[src/rtl/palette_ram_if.sv]
// -----------------------------------------------------------------------------
// palette_ram_if
//   Bus bundle between a palette RAM and its users (CPU side and render side).
//
//   Signals (directions as seen from the palette RAM, i.e. the slave modport):
//     clr_req      in   single-cycle soft-clear request
//     cpu_rden     in   CPU read enable
//     cpu_wren     in   CPU write enable
//     cpu_addr     in   CPU address [AW-1:0]
//     cpu_wdata    in   CPU write data [DATA_W-1:0]
//     cpu_rdata    out  registered CPU read data
//     cpu_rvalid   out  cpu_rdata updated this cycle
//     render_rden  in   per-port render read enable [NUM_RPORTS-1:0]
//     render_addr  in   packed render addresses, port 0 in the LSBs
//     greyscale    in   mask render output to the greyscale column
//     render_data  out  packed registered render data, port 0 in the LSBs
//     busy         out  clear sequence in progress
//
//   The parameters must match those of the palette_ram instance bound to it.
// -----------------------------------------------------------------------------
interface palette_ram_if #(
    parameter int unsigned DATA_W     = 8,
    parameter int unsigned DEPTH      = 32,
    parameter int unsigned NUM_RPORTS = 2
);
    localparam int unsigned AW = $clog2(DEPTH);

    logic                         clr_req;
    logic                         cpu_rden;
    logic                         cpu_wren;
    logic [AW-1:0]                cpu_addr;
    logic [DATA_W-1:0]            cpu_wdata;
    logic [DATA_W-1:0]            cpu_rdata;
    logic                         cpu_rvalid;
    logic [NUM_RPORTS-1:0]        render_rden;
    logic [NUM_RPORTS*AW-1:0]     render_addr;
    logic                         greyscale;
    logic [NUM_RPORTS*DATA_W-1:0] render_data;
    logic                         busy;

    // Requester side: CPU plus render pipeline.
    modport master (
        output clr_req, cpu_rden, cpu_wren, cpu_addr, cpu_wdata,
        output render_rden, render_addr, greyscale,
        input  cpu_rdata, cpu_rvalid, render_data, busy
    );

    // Palette RAM side.
    modport slave (
        input  clr_req, cpu_rden, cpu_wren, cpu_addr, cpu_wdata,
        input  render_rden, render_addr, greyscale,
        output cpu_rdata, cpu_rvalid, render_data, busy
    );
endinterface : palette_ram_if

[src/rtl/palette_ram.sv]
// -----------------------------------------------------------------------------
// palette_ram
//   Small colour-palette memory with one CPU read/write port and NUM_RPORTS
//   independent render read ports. All reads are registered (one cycle
//   latency). A single write port is shared between the CPU and the built-in
//   clear sequencer, which fills every entry with INIT_VAL after reset or on a
//   clr_req pulse. Reads that hit the address being written in the same cycle
//   return the new value (write-first).
//
//   Backdrop mirroring (MIRROR_EN=1, DEPTH=32 only): addresses 0x10/14/18/1C
//   alias 0x00/04/08/0C for both CPU and render accesses.
//
//   Ports:
//     clk    in   sole clock, rising edge
//     reset  in   synchronous, active-high reset
//     bus    slave modport of palette_ram_if (CPU, render and status signals)
// -----------------------------------------------------------------------------
module palette_ram #(
    parameter int unsigned       DATA_W     = 8,
    parameter int unsigned       DEPTH      = 32,
    parameter int unsigned       NUM_RPORTS = 2,
    parameter bit                MIRROR_EN  = 1'b1,
    parameter logic [DATA_W-1:0] INIT_VAL   = DATA_W'(8'h0F)
) (
    input  logic         clk,
    input  logic         reset,
    palette_ram_if.slave bus
);

    localparam int unsigned       AW        = $clog2(DEPTH);
    localparam logic [AW-1:0]     LAST_IDX  = AW'(DEPTH - 1);
    localparam logic [DATA_W-1:0] GREY_MASK = DATA_W'(8'h30);

    typedef enum logic {
        ST_CLEAR,
        ST_IDLE
    } state_t;

    // -------------------------------------------------------------------------
    // Address mirroring. The address is widened by one bit so that bit 4 can be
    // referenced even for DEPTH=16; with MIRROR_EN=0 the address passes through.
    // -------------------------------------------------------------------------
    function automatic logic [AW-1:0] f_mirror(input logic [AW-1:0] addr);
        logic [AW:0] ext;
        ext = {1'b0, addr};
        if (MIRROR_EN && ext[4] && (ext[1:0] == 2'b00)) begin
            ext[4] = 1'b0;
        end
        return ext[AW-1:0];
    endfunction

    // -------------------------------------------------------------------------
    // State
    // -------------------------------------------------------------------------
    state_t                       r_state;
    logic [AW-1:0]                r_clr_idx;
    logic                         r_busy;
    logic [DATA_W-1:0]            r_mem [DEPTH];
    logic [DATA_W-1:0]            r_cpu_rdata;
    logic                         r_cpu_rvalid;
    logic [NUM_RPORTS*DATA_W-1:0] r_render_data;

    // Shared write port
    logic                         w_we;
    logic [AW-1:0]                w_waddr;
    logic [DATA_W-1:0]            w_wdata;

    // Read paths
    logic [AW-1:0]                w_cpu_raddr;
    logic [DATA_W-1:0]            w_cpu_word;
    logic                         w_cpu_take;
    logic [AW-1:0]                w_rnd_addr [NUM_RPORTS];
    logic [DATA_W-1:0]            w_rnd_word [NUM_RPORTS];
    logic [DATA_W-1:0]            w_rnd_val  [NUM_RPORTS];

    // -------------------------------------------------------------------------
    // Clear / idle controller. busy is registered alongside the state so it
    // drops exactly one cycle after the last entry is written.
    // -------------------------------------------------------------------------
    // NOTE: sequential state is updated with non-blocking assignments only, so
    // every register samples the pre-edge values regardless of block order.
    always_ff @(posedge clk) begin
        if (reset) begin
            r_state   <= ST_CLEAR;
            r_clr_idx <= '0;
            r_busy    <= 1'b1;
        end else begin
            case (r_state)
                ST_CLEAR: begin
                    r_clr_idx <= r_clr_idx + AW'(1);
                    if (r_clr_idx == LAST_IDX) begin
                        r_state <= ST_IDLE;
                        r_busy  <= 1'b0;
                    end
                end
                ST_IDLE: begin
                    // clr_req is only looked at here, so pulses during a clear
                    // pass are dropped.
                    if (bus.clr_req) begin
                        r_state   <= ST_CLEAR;
                        r_clr_idx <= '0;
                        r_busy    <= 1'b1;
                    end
                end
            endcase
        end
    end

    // -------------------------------------------------------------------------
    // Write port arbitration: the clear sequencer owns the port during CLEAR,
    // the CPU owns it in IDLE. Nothing is written while reset is held.
    // -------------------------------------------------------------------------
    // NOTE: every output of this block gets a default first, so no path can
    // leave a signal unassigned and infer a latch.
    always_comb begin
        w_we    = 1'b0;
        w_waddr = '0;
        w_wdata = bus.cpu_wdata;
        if (!reset) begin
            if (r_state == ST_CLEAR) begin
                w_we    = 1'b1;
                w_waddr = r_clr_idx;
                w_wdata = INIT_VAL;
            end else if (bus.cpu_wren) begin
                w_we    = 1'b1;
                w_waddr = f_mirror(bus.cpu_addr);
            end
        end
    end

    // NOTE: the storage array has no reset; its contents are defined solely by
    // the clear sequence, which keeps it mappable to plain RAM/register files.
    always_ff @(posedge clk) begin
        if (w_we) begin
            r_mem[w_waddr] <= w_wdata;
        end
    end

    // -------------------------------------------------------------------------
    // CPU read path (write-first bypass, never masked)
    // -------------------------------------------------------------------------
    always_comb begin
        w_cpu_raddr = f_mirror(bus.cpu_addr);
        w_cpu_take  = (r_state == ST_IDLE) && bus.cpu_rden;
        if (w_we && (w_waddr == w_cpu_raddr)) begin
            w_cpu_word = w_wdata;
        end else begin
            w_cpu_word = r_mem[w_cpu_raddr];
        end
    end

    always_ff @(posedge clk) begin
        if (reset) begin
            r_cpu_rvalid <= 1'b0;
            r_cpu_rdata  <= '0;
        end else begin
            r_cpu_rvalid <= w_cpu_take;
            if (w_cpu_take) begin
                r_cpu_rdata <= w_cpu_word;
            end
        end
    end

    // -------------------------------------------------------------------------
    // Render read paths. During CLEAR every port sees INIT_VAL, since the array
    // is only partially cleared. The greyscale mask is applied on the way in,
    // using the greyscale level of the request cycle.
    // -------------------------------------------------------------------------
    always_comb begin
        for (int p = 0; p < NUM_RPORTS; p++) begin
            w_rnd_addr[p] = f_mirror(bus.render_addr[p*AW +: AW]);
            if (r_state == ST_CLEAR) begin
                w_rnd_word[p] = INIT_VAL;
            end else if (w_we && (w_waddr == w_rnd_addr[p])) begin
                w_rnd_word[p] = w_wdata;
            end else begin
                w_rnd_word[p] = r_mem[w_rnd_addr[p]];
            end
            w_rnd_val[p] = bus.greyscale ? (w_rnd_word[p] & GREY_MASK) : w_rnd_word[p];
        end
    end

    // Each lane updates only when its own enable is high and holds otherwise.
    always_ff @(posedge clk) begin
        if (reset) begin
            r_render_data <= '0;
        end else begin
            for (int p = 0; p < NUM_RPORTS; p++) begin
                if (bus.render_rden[p]) begin
                    r_render_data[p*DATA_W +: DATA_W] <= w_rnd_val[p];
                end
            end
        end
    end

    // -------------------------------------------------------------------------
    // Outputs
    // -------------------------------------------------------------------------
    assign bus.cpu_rdata   = r_cpu_rdata;
    assign bus.cpu_rvalid  = r_cpu_rvalid;
    assign bus.render_data = r_render_data;
    assign bus.busy        = r_busy;

endmodule : palette_ram

[src/flat_wrapper.sv]
// flat-port wrapper written by rule: the top's interface ports become plain ports
module palette_ram_flat 
#(
    parameter int unsigned       DATA_W     = 8,
    parameter int unsigned       DEPTH      = 32,
    parameter int unsigned       NUM_RPORTS = 2,
    parameter bit                MIRROR_EN  = 1'b1,
    parameter logic [DATA_W-1:0] INIT_VAL   = DATA_W'(8'h0F)
)
  (clk, reset, bus_clr_req, bus_cpu_rden, bus_cpu_wren, bus_cpu_addr, bus_cpu_wdata, bus_render_rden, bus_render_addr, bus_greyscale, bus_cpu_rdata, bus_cpu_rvalid, bus_render_data, bus_busy);
  palette_ram_if #(.DATA_W(DATA_W), .DEPTH(DEPTH), .NUM_RPORTS(NUM_RPORTS)) bus_i ();
  input  logic clk;
  input  logic reset;
  input wire logic [$bits(bus_i.clr_req)-1:0] bus_clr_req;
  input wire logic [$bits(bus_i.cpu_rden)-1:0] bus_cpu_rden;
  input wire logic [$bits(bus_i.cpu_wren)-1:0] bus_cpu_wren;
  input wire logic [$bits(bus_i.cpu_addr)-1:0] bus_cpu_addr;
  input wire logic [$bits(bus_i.cpu_wdata)-1:0] bus_cpu_wdata;
  input wire logic [$bits(bus_i.render_rden)-1:0] bus_render_rden;
  input wire logic [$bits(bus_i.render_addr)-1:0] bus_render_addr;
  input wire logic [$bits(bus_i.greyscale)-1:0] bus_greyscale;
  output wire logic [$bits(bus_i.cpu_rdata)-1:0] bus_cpu_rdata;
  output wire logic [$bits(bus_i.cpu_rvalid)-1:0] bus_cpu_rvalid;
  output wire logic [$bits(bus_i.render_data)-1:0] bus_render_data;
  output wire logic [$bits(bus_i.busy)-1:0] bus_busy;
  assign bus_i.clr_req = bus_clr_req;
  assign bus_i.cpu_rden = bus_cpu_rden;
  assign bus_i.cpu_wren = bus_cpu_wren;
  assign bus_i.cpu_addr = bus_cpu_addr;
  assign bus_i.cpu_wdata = bus_cpu_wdata;
  assign bus_i.render_rden = bus_render_rden;
  assign bus_i.render_addr = bus_render_addr;
  assign bus_i.greyscale = bus_greyscale;
  assign bus_cpu_rdata = bus_i.cpu_rdata;
  assign bus_cpu_rvalid = bus_i.cpu_rvalid;
  assign bus_render_data = bus_i.render_data;
  assign bus_busy = bus_i.busy;
  palette_ram #(.DATA_W(DATA_W), .DEPTH(DEPTH), .NUM_RPORTS(NUM_RPORTS), .MIRROR_EN(MIRROR_EN), .INIT_VAL(INIT_VAL)) u_core (.clk(clk), .reset(reset), .bus(bus_i));
endmodule
[config.mk]
export PLATFORM = sky130hd
export DESIGN_NAME = palette_ram_flat
export DESIGN_NICKNAME = d
export VERILOG_FILES = /design/src/rtl/palette_ram_if.sv /design/src/rtl/palette_ram.sv /design/src/flat_wrapper.sv
export SDC_FILE = /design/constraint.sdc
export NUM_CORES = 1
export LEC_CHECK = 0
export BUFFER_PORTS_ARGS = -buffer_cell sky130_fd_sc_hd__buf_2
export CORE_MARGIN = 2
export CORE_UTILIZATION = 40
export CTS_BUF_LIST = sky130_fd_sc_hd__clkbuf_8
export DETAILED_ROUTE_END_ITERATION = 10
export PLACE_DENSITY = 0.66
export SLEW_MARGIN = 20
export SYNTH_ARGS = -nofsm -noshare
export SYNTH_HDL_FRONTEND = slang
export SYNTH_SLANG_ARGS = --single-unit
[constraint.sdc]
create_clock -name clk -period 3.1 [get_ports clk]
set_clock_uncertainty 0.1 [all_clocks]
set_input_delay 0.62 -clock clk [delete_from_list [all_inputs] [get_ports clk]]
set_output_delay 0.62 -clock clk [all_outputs]
set_load 0.02 [all_outputs]
==> impl_metrics.json, run 1 <==
{
  "synth_cells": 1100,
  "number_of_buffers_and_inverters_on_the_critical_path": 2,
  "finalCriticalPeriod_ns": 2.57,
  "synth_enable_flop_cells": 240,
  "placeable_area_um2": 37600,
  "multi_input_gate_area_um2": 6830,
  "synthToLayoutAreaGrowth_pct": 14.6,
  "postSynthNetCount": 1133,
  "grt_start_max_net_pins": 45,
  "insertion_delay_ns": 0.58,
  "yosysSeqAreaShare_pct": 51.6,
  "crit_slowest_cell": "sky130_fd_sc_hd__dfxtp_1",
  "nets": 1256,
  "worst_path_dominant_cell_family": "simple AND/OR/NAND/NOR gates",
  "path_cells": "buf_4, or3b_1, nand3_1, nand4_1, nor4_4, buf_4, nor4_1, a2111oi_1",
  "layout.cell_area.non_filler_um2": 17400,
  "detail_route.first_pass.iterations": 8,
  "timing.final.crit_share_pct": 82.9,
  "cts_tree": "done",
  "power-per-cell-area_nw_per_um2": 458,
  "synth_simple_gate_area_share_pct": 8.65,
  "fraction_of_the_mapped_netlist_area_in_adder_cells_pct": 0.165,
  "top_level_ports": 57,
  "antenna_found_initial": 1,
  "mostFrequentLayoutCell": "sky130_fd_sc_hd__edfxtp_1",
  "die_w_um": 199,
  "synth_ff_type": "sky130_fd_sc_hd__edfxtp_1",
  "power.static_leakage_uw": 0.00613,
  "clockBufferDepth": 3,
  "placement.io_buffers": 56,
  "gpl.final_weighted_congestion": 1.00,
  "setup_viol": 0,
  "setup.worst_path.end_class": "register",
  "area.sequential_um2": 7850,
  "cts_htree_levels": 2,
  "rsz0062_at_grt": "false",
  "final_antenna_net_count": 0,
  "max_slew.worst_pin.slew_ns": 1.02,
  "hold_fails_final_rpt": 0,
  "post_synth_mux_area_share_pct": 25.6,
  "post-cts-setup-buffers": 0,
  "grt.total_usage_pct": 25.0,
  "syn_avg_cell_area_um2": 13.8,
  "route.vias.total": 11300,
  "hold_buffers": 0,
  "synth.lib_cells_used.distinct": 66,
  "grt_pass1_wl_mm": 72.1,
  "maxSlewViolCount": 0,
  "clock.fmax_ghz": 0.389,
  "initialDrtViolationCount": 1432,
  "cts_made_buffers": 44,
  "gr-total-overflow": 0,
  "initial_core_util_pct": 40.4,
  "slew-limit-headroom_pct": 31.7,
  "peakVddDrop_v": 0.000244,
  "worst-path-max-fanout": 14,
  "synth-compound-area-share_pct": 9.71,
  "ys.warnings.count": 0,
  "number_of_max_cap_violations": 0,
  "critical-path-top-cell-by-count": "sky130_fd_sc_hd__buf_4",
  "whs_ns": 0.255,
  "totalWireLength_mm": 48.9,
  "synth_area_um2": 15200,
  "worst_ep_required_time_ns": 3.47,
  "share_of_layout_cells_above_drive_strength_1_pct": 30.7,
  "number_of_antenna_diodes": 0,
  "post_drt_wl_per_cell_um": 27.6,
  "worst_path_largest_cell_delay_ns": 0.45,
  "setup_tns_ns": 0,
  "via_per_inst": 6.40,
  "run_status": "complete, no violations",
  "fp-row-count": 71,
  "clkTransAtPathRegs_ns": 0.06,
  "worst-setup-path-type": "register to register",
  "synth-async-reset-ratio_pct": 0,
  "timing.critical_path.arrival_ns": 2.94,
  "detailed_place.area_um2": 16600,
  "synth_xor_area_share_pct": 0.807,
  "cts_repair_resize_count": 0,
  "clk_root_buffer_cell": "sky130_fd_sc_hd__clkbuf_8",
  "dieArea_um2": 39600,
  "clock-sinks": 272,
  "die_h_um": 199,
  "hold_class": "primary input to register",
  "fillCellCount": 3292,
  "main_combinational_cell_family_by_area_after_synthesis": "multiplexers",
  "timing.critical_path.from_type": "register",
  "detailedPlacementHpwl_mm": 35.6,
  "postSynthRegisterBits": 272,
  "most-common-layout-cells": "sky130_fd_sc_hd__edfxtp_1 (240), sky130_fd_sc_hd__mux4_2 (116), sky130_fd_sc_hd__nand2_1 (108)",
  "drcViolationCount": 0,
  "grt_pass1_vias": 11000
}
==> Yosys cell counts, drive strengths merged, types with 4 or more instances <==
cell type    n  area (um^2)
xor2         5         43.8
buf         57          334
edfxtp     240         7210
clkbuf      26         97.6
mux2        40          450
a21oi       20          115
o21ai       29          145
dfxtp       32          641
inv         21         78.8
a31oi       26          163
nor2        69          259
nand4b      19          166
and2         7         43.8
a211oi       9         67.6
nand3       14         70.1
nand4        8         56.3
a22o         4         35.0
nor2b        8         50.1
nand2      108          405
mux4       120         2720
nand2b       8         50.1
a32o         4         40.0
and3        14         87.6
a22oi       17          128
a211o        5         43.8
o22ai       28          175
mux2i       72          721
a221oi       9         78.8
nor4         4         55.1
o221ai      31          272
a32oi        5         43.8
xnor2        9         78.8
==> path summary, 6_finish.rpt <==
check                           cells after the start                                      end                               startpoint  slack [ns]
worst min-delay path                                2  u_core.bus.render_data[12]$_SDFFE_PP0P_                       bus_render_rden[1]        0.25
worst max-delay path                                8   u_core.bus.render_data[6]$_SDFFE_PP0P_                u_core.r_state$_SDFF_PP0_        0.53
worst max register to register                      8   u_core.bus.render_data[6]$_SDFFE_PP0P_                u_core.r_state$_SDFF_PP0_        0.53
worst min register to register                      1  u_core.bus.render_data[12]$_SDFFE_PP0P_  u_core.bus.render_data[12]$_SDFFE_PP0P_        0.37
==> power by group <==
group	internal, uW	switching, uW
Sequential	4010	23.2
Clock	1460	1450
Combinational	418	621
==> registers in the layout, summed over array words and instances (netlist names) <==
name,cells
u_core.bus.render_data,16
u_core.bus.busy,1
u_core.bus.cpu_rdata,8
u_core.r_mem,240
u_core.r_clr_idx,5
u_core.bus.cpu_rvalid,1
u_core.r_state,1
==> logic make-up after synthesis <==
kind of cell / Yosys count
compound gates: 205
xor+xnor: 14
fa+ha+maj: 2
buf+inv: 107
flops: 272
mux: 232
simple gates: 268
==> per-stage QoR <==
stage                     power (uW)  util (%)  worst slack [ns]  cells
final                           7980      46.4             0.529   1770
after global routing            8220      46.4             0.367   1770
after CTS                       8010      46.4             0.568   1770
after detailed placement        5120      44.2             0.207   1688
after global placement          5110      44.2             0.239   1688
after floorplan                 4740         -             0.403   1100
==> layout make-up <==
class,count,area share (%)
Tap cell,511,3.67
Inverter,24,0.517
Clock inverter,36,1.03
Timing Repair Buffer,160,6.90
Multi-Input combinational cell,721,39.2
Sequential cell,272,45.0
Clock buffer,46,3.63
==> layer usage <==
layer	GRT usage, %	vias to the layer above	part of all wire, %
met5	2.04	-	0.22
met2	40.3	817	47
met4	9.51	2	3.8
met3	6.66	129	12
met1	32.1	5640	37
li1	-	4739	-
(Power assumes the default switching activity.)
==> run 2: changes to the inputs <==
--- a/config.mk
+++ b/config.mk
@@ -5,12 +5,13 @@
 export SDC_FILE = /design/constraint.sdc
 export NUM_CORES = 1
 export LEC_CHECK = 0
+export ABC_AREA = 1
 export BUFFER_PORTS_ARGS = -buffer_cell sky130_fd_sc_hd__buf_2
 export CORE_MARGIN = 2
 export CORE_UTILIZATION = 40
 export CTS_BUF_LIST = sky130_fd_sc_hd__clkbuf_8
 export DETAILED_ROUTE_END_ITERATION = 10
-export PLACE_DENSITY = 0.66
+export PLACE_DENSITY = 0.67
 export SLEW_MARGIN = 20
 export SYNTH_ARGS = -nofsm -noshare
 export SYNTH_HDL_FRONTEND = slang
==> constraint.sdc (replaced) <==
create_clock -name clk -period 2.1 [get_ports clk]
set_clock_uncertainty 0.1 [all_clocks]
set_input_delay 0.42 -clock clk [delete_from_list [all_inputs] [get_ports clk]]
set_output_delay 0.42 -clock clk [all_outputs]
set_load 0.02 [all_outputs]
==> run 2 against run 1 <==
  * Register-to-register slack got worse by 0.52 ns
  * Final cell count rose by 63%
  * Wire length up 47%
  * Total power is 78% higher
  * Via count increased by 55%
  * Maximum frequency grew 23%
  * Cell area grew 20%
==> impl_metrics.json, run 2 <==
{
  "run_status": "complete, no violations",
  "place_inst": 2788,
  "setup_tns_ns": 0,
  "synth.lib_cells_used.distinct": 33,
  "setup.reg_to_reg.worst_slack_ns": 0.004,
  "fp-row-count": 75,
  "ys.warnings.count": 0,
  "clk_root_buffer_cell": "sky130_fd_sc_hd__clkbuf_8",
  "grt.total_usage_pct": 32.2,
  "grt_pass1_wl_mm": 106,
  "maxSlewViolCount": 0,
  "placement.io_buffers": 56,
  "clockBufferDepth": 3,
  "worst-setup-path-type": "register to register",
  "totalWireLength_mm": 72.0,
  "worstSetupEndpoint": "u_core.r_mem[31][7]$_DFFE_PP_",
  "final_antenna_net_count": 0,
  "grt_start_max_net_pins": 73,
  "die_w_um": 211,
  "setup_viol": 0,
  "hold_class": "primary input to register",
  "route.top_layer_used": "met4",
  "synth_ff_type": "sky130_fd_sc_hd__edfxtp_1",
  "final_instance_count_excl_fillers": 2884,
  "detailedPlacementHpwl_mm": 51.2,
  "power-per-cell-area_nw_per_um2": 676,
  "clock-sinks": 288,
  "insertion_delay_ns": 0.65,
  "share_of_layout_cells_above_drive_strength_1_pct": 18.9,
  "yosys-top-cells-area": "sky130_fd_sc_hd__edfxtp_1 (45%), sky130_fd_sc_hd__o21ai_0 (9.4%), sky130_fd_sc_hd__nand3_1 (8.8%)",
  "worst_ep_required_time_ns": 2.31,
  "worst-path-max-fanout": 8,
  "grt_pass1_vias": 16400,
  "whs_ns": 0.0519,
  "power.static_leakage_uw": 0.00849,
  "placeable_area_um2": 42100,
  "reg2reg_depth": 8,
  "yosysMostFrequentCell": "sky130_fd_sc_hd__nand2_1",
  "synth_top_area_cell": "sky130_fd_sc_hd__edfxtp_1",
  "timing.critical_path.from_type": "register",
  "number_of_max_cap_violations": 0,
  "initial_core_util_pct": 40.6,
  "gr-total-overflow": 0,
  "antenna_found_initial": 1,
  "peakVddDrop_v": 0.000395,
  "synthToLayoutAreaGrowth_pct": 22.6,
  "synth_enable_flop_cells": 256,
  "syn_avg_cell_area_um2": 8.02,
  "detail_route.first_pass.iterations": 6,
  "wl_met1_mm": 27.7,
  "synthDominantCellAreaShare_pct": 44.9,
  "timing.critical_path.arrival_ns": 2.30,
  "die_h_um": 211,
  "mostFrequentLayoutCell": "sky130_fd_sc_hd__nand2_1",
  "via_per_inst": 6.09,
  "synth_commonest_cells": "sky130_fd_sc_hd__nand2_1 (371), sky130_fd_sc_hd__o21ai_0 (320), sky130_fd_sc_hd__nand3_1 (302)",
  "startpoint": "u_core.r_state$_SDFF_PP0_",
  "postSynthRegisterBits": 288,
  "slew-limit-headroom_pct": 68.0,
  "r2r-start": "u_core.r_state$_SDFF_PP0_",
  "nets": 2341,
  "finalCriticalPeriod_ns": 2.10,
  "clkTransAtPathRegs_ns": 0.06,
  "rr_endpoint": "u_core.r_mem[31][7]$_DFFE_PP_",
  "synth_cells": 2133,
  "max_slew.worst_pin.slew_ns": 0.475,
  "yosysSeqAreaShare_pct": 48.7,
  "rsz0062_at_grt": "true",
  "largest_register_ff_count": 256,
  "gpl.final_weighted_congestion": 1.08,
  "cts_htree_levels": 2,
  "route.vias.total": 17600,
  "met2_wirelength_mm": 30.6,
  "wl_met3_mm": 8.60,
  "final_standard_cell_utilization_of_the_core_pct": 49.8,
  "post_drt_wl_per_cell_um": 25.0,
  "clock.fmax_ghz": 0.477,
  "largest_register": "u_core.r_mem",
  "cts_made_buffers": 50,
  "timing.final.crit_share_pct": 99.8,
  "top_level_ports": 57,
  "setup.worst_path.end_class": "register",
  "synth-async-reset-ratio_pct": 0,
  "power.total_uw": 14200,
  "cts_tree": "done",
  "dieArea_um2": 44500,
  "most-common-layout-cells": "sky130_fd_sc_hd__nand2_1 (363), sky130_fd_sc_hd__o21ai_0 (320), sky130_fd_sc_hd__a21oi_1 (298)",
  "initialDrtViolationCount": 2900,
  "hold_fails_final_rpt": 0,
  "synth_area_um2": 17100,
  "postSynthNetCount": 2166,
  "drcViolationCount": 0
}
==> run 2: changes by cell type after synthesis, sizes merged, moves of 34 or more <==
| cell | before | now |
|---|---|---|
| o21ai | 29 | 328 |
| a21oi | 20 | 311 |
| nand3 | 14 | 304 |
| nand2 | 108 | 381 |
| inv | 21 | 180 |
| mux4 | 120 | 0 |
| mux2i | 72 | 0 |
| o211ai | 3 | 60 |
| clkbuf | 26 | 71 |
| mux2 | 40 | 0 |
| buf | 57 | 91 |
==> run 2: final cells by class <==
type	instances	area, um^2
Antenna cell	1	2.50
Sequential cell	288	8330
Clock inverter	34	279
Inverter	188	716
Tap cell	539	674
Multi-Input combinational cell	1496	7560
Timing Repair Buffer	284	2670
Fill cell	4009	21200
Clock buffer	54	743
==> run 2: routing by layer <==
metal,global-route usage (%),up-vias
li1,-,7853
met1,42.3,8211
met2,48.0,1248
met3,7.11,255
met4,20.1,0
met5,1.33,-
==> run 2: cells by family (layout without fill, tap and decap cells) <==
group / count (synthesis) / count (layout) / synth area share [%]
other: 0 / 1 / 0
flip-flops: 288 / 288 / 48.7
AO/OA/AOI/OAI: 712 / 712 / 22.3
AND/OR/NAND/NOR: 780 / 781 / 20.3
XOR/XNOR: 1 / 1 / 0.0951
buffers and inverters: 350 / 560 / 8.49
adder cells (fa/ha/maj): 2 / 2 / 0.146
==> run 2: where the power goes <==
group / leakage (uW) / internal, uW / total (uW) / switching, uW
Combinational: 0.00537 / 827 / 2460 / 1630
Sequential: 0.00257 / 6290 / 6320 / 31.7
Clock: 0.000550 / 2980 / 5400 / 2430
Total: 0.00849 / 10100 / 14200 / 4090
==> run 2: worst max-delay path, cell delays in order, from the launching register on <==
cell and delay [ns]:
sky130_fd_sc_hd__dfxtp_4 0.35, sky130_fd_sc_hd__buf_6 0.13, sky130_fd_sc_hd__nor2_4 0.22, sky130_fd_sc_hd__nand2_4 0.08
sky130_fd_sc_hd__nand2_2 0.10, sky130_fd_sc_hd__buf_4 0.16, sky130_fd_sc_hd__nand3_1 0.24, sky130_fd_sc_hd__nor2_1 0.19
sky130_fd_sc_hd__buf_4 0.20
==> run 2: stage by stage <==
step | worst slack [ns] | instance area (um^2)
after global routing | -0.0778 | 21000
after floorplan | 0.110 | 17100
after detailed placement | -0.236 | 19600
after CTS | 0.0118 | 20700
after global placement | -0.270 | 19600
final | 0.00375 | 21000
==> run 2: worst min-delay path by stage <==
stage | slack (ns) | endpoint | start | cells after the start
after floorplan | 0.40 | u_core.r_clr_idx[3]$_SDFFE_PP0P_ | u_core.r_clr_idx[3]$_SDFFE_PP0P_ | 3
after global placement | 0.35 | u_core.bus.render_data[4]$_SDFFE_PP0P_ | u_core.bus.render_data[4]$_SDFFE_PP0P_ | 2
after detailed placement | 0.36 | u_core.bus.render_data[13]$_SDFFE_PP0P_ | u_core.bus.render_data[13]$_SDFFE_PP0P_ | 2
after CTS | 0.02 | u_core.bus.render_data[3]$_SDFFE_PP0P_ | bus_greyscale | 4
after global routing | 0.07 | u_core.bus.render_data[11]$_SDFFE_PP0P_ | bus_greyscale | 4
final | 0.05 | u_core.bus.render_data[8]$_SDFFE_PP0P_ | bus_greyscale | 4
==> run 2: repair_timing <==
item	in CTS	in global routing
pin swaps	1	13
buffers inserted	0	4
cloned	0	1
hold buffers	2	0
hold endpoints to repair	2	0
resized for setup	3	58
endpoints found under the setup margin	19	216
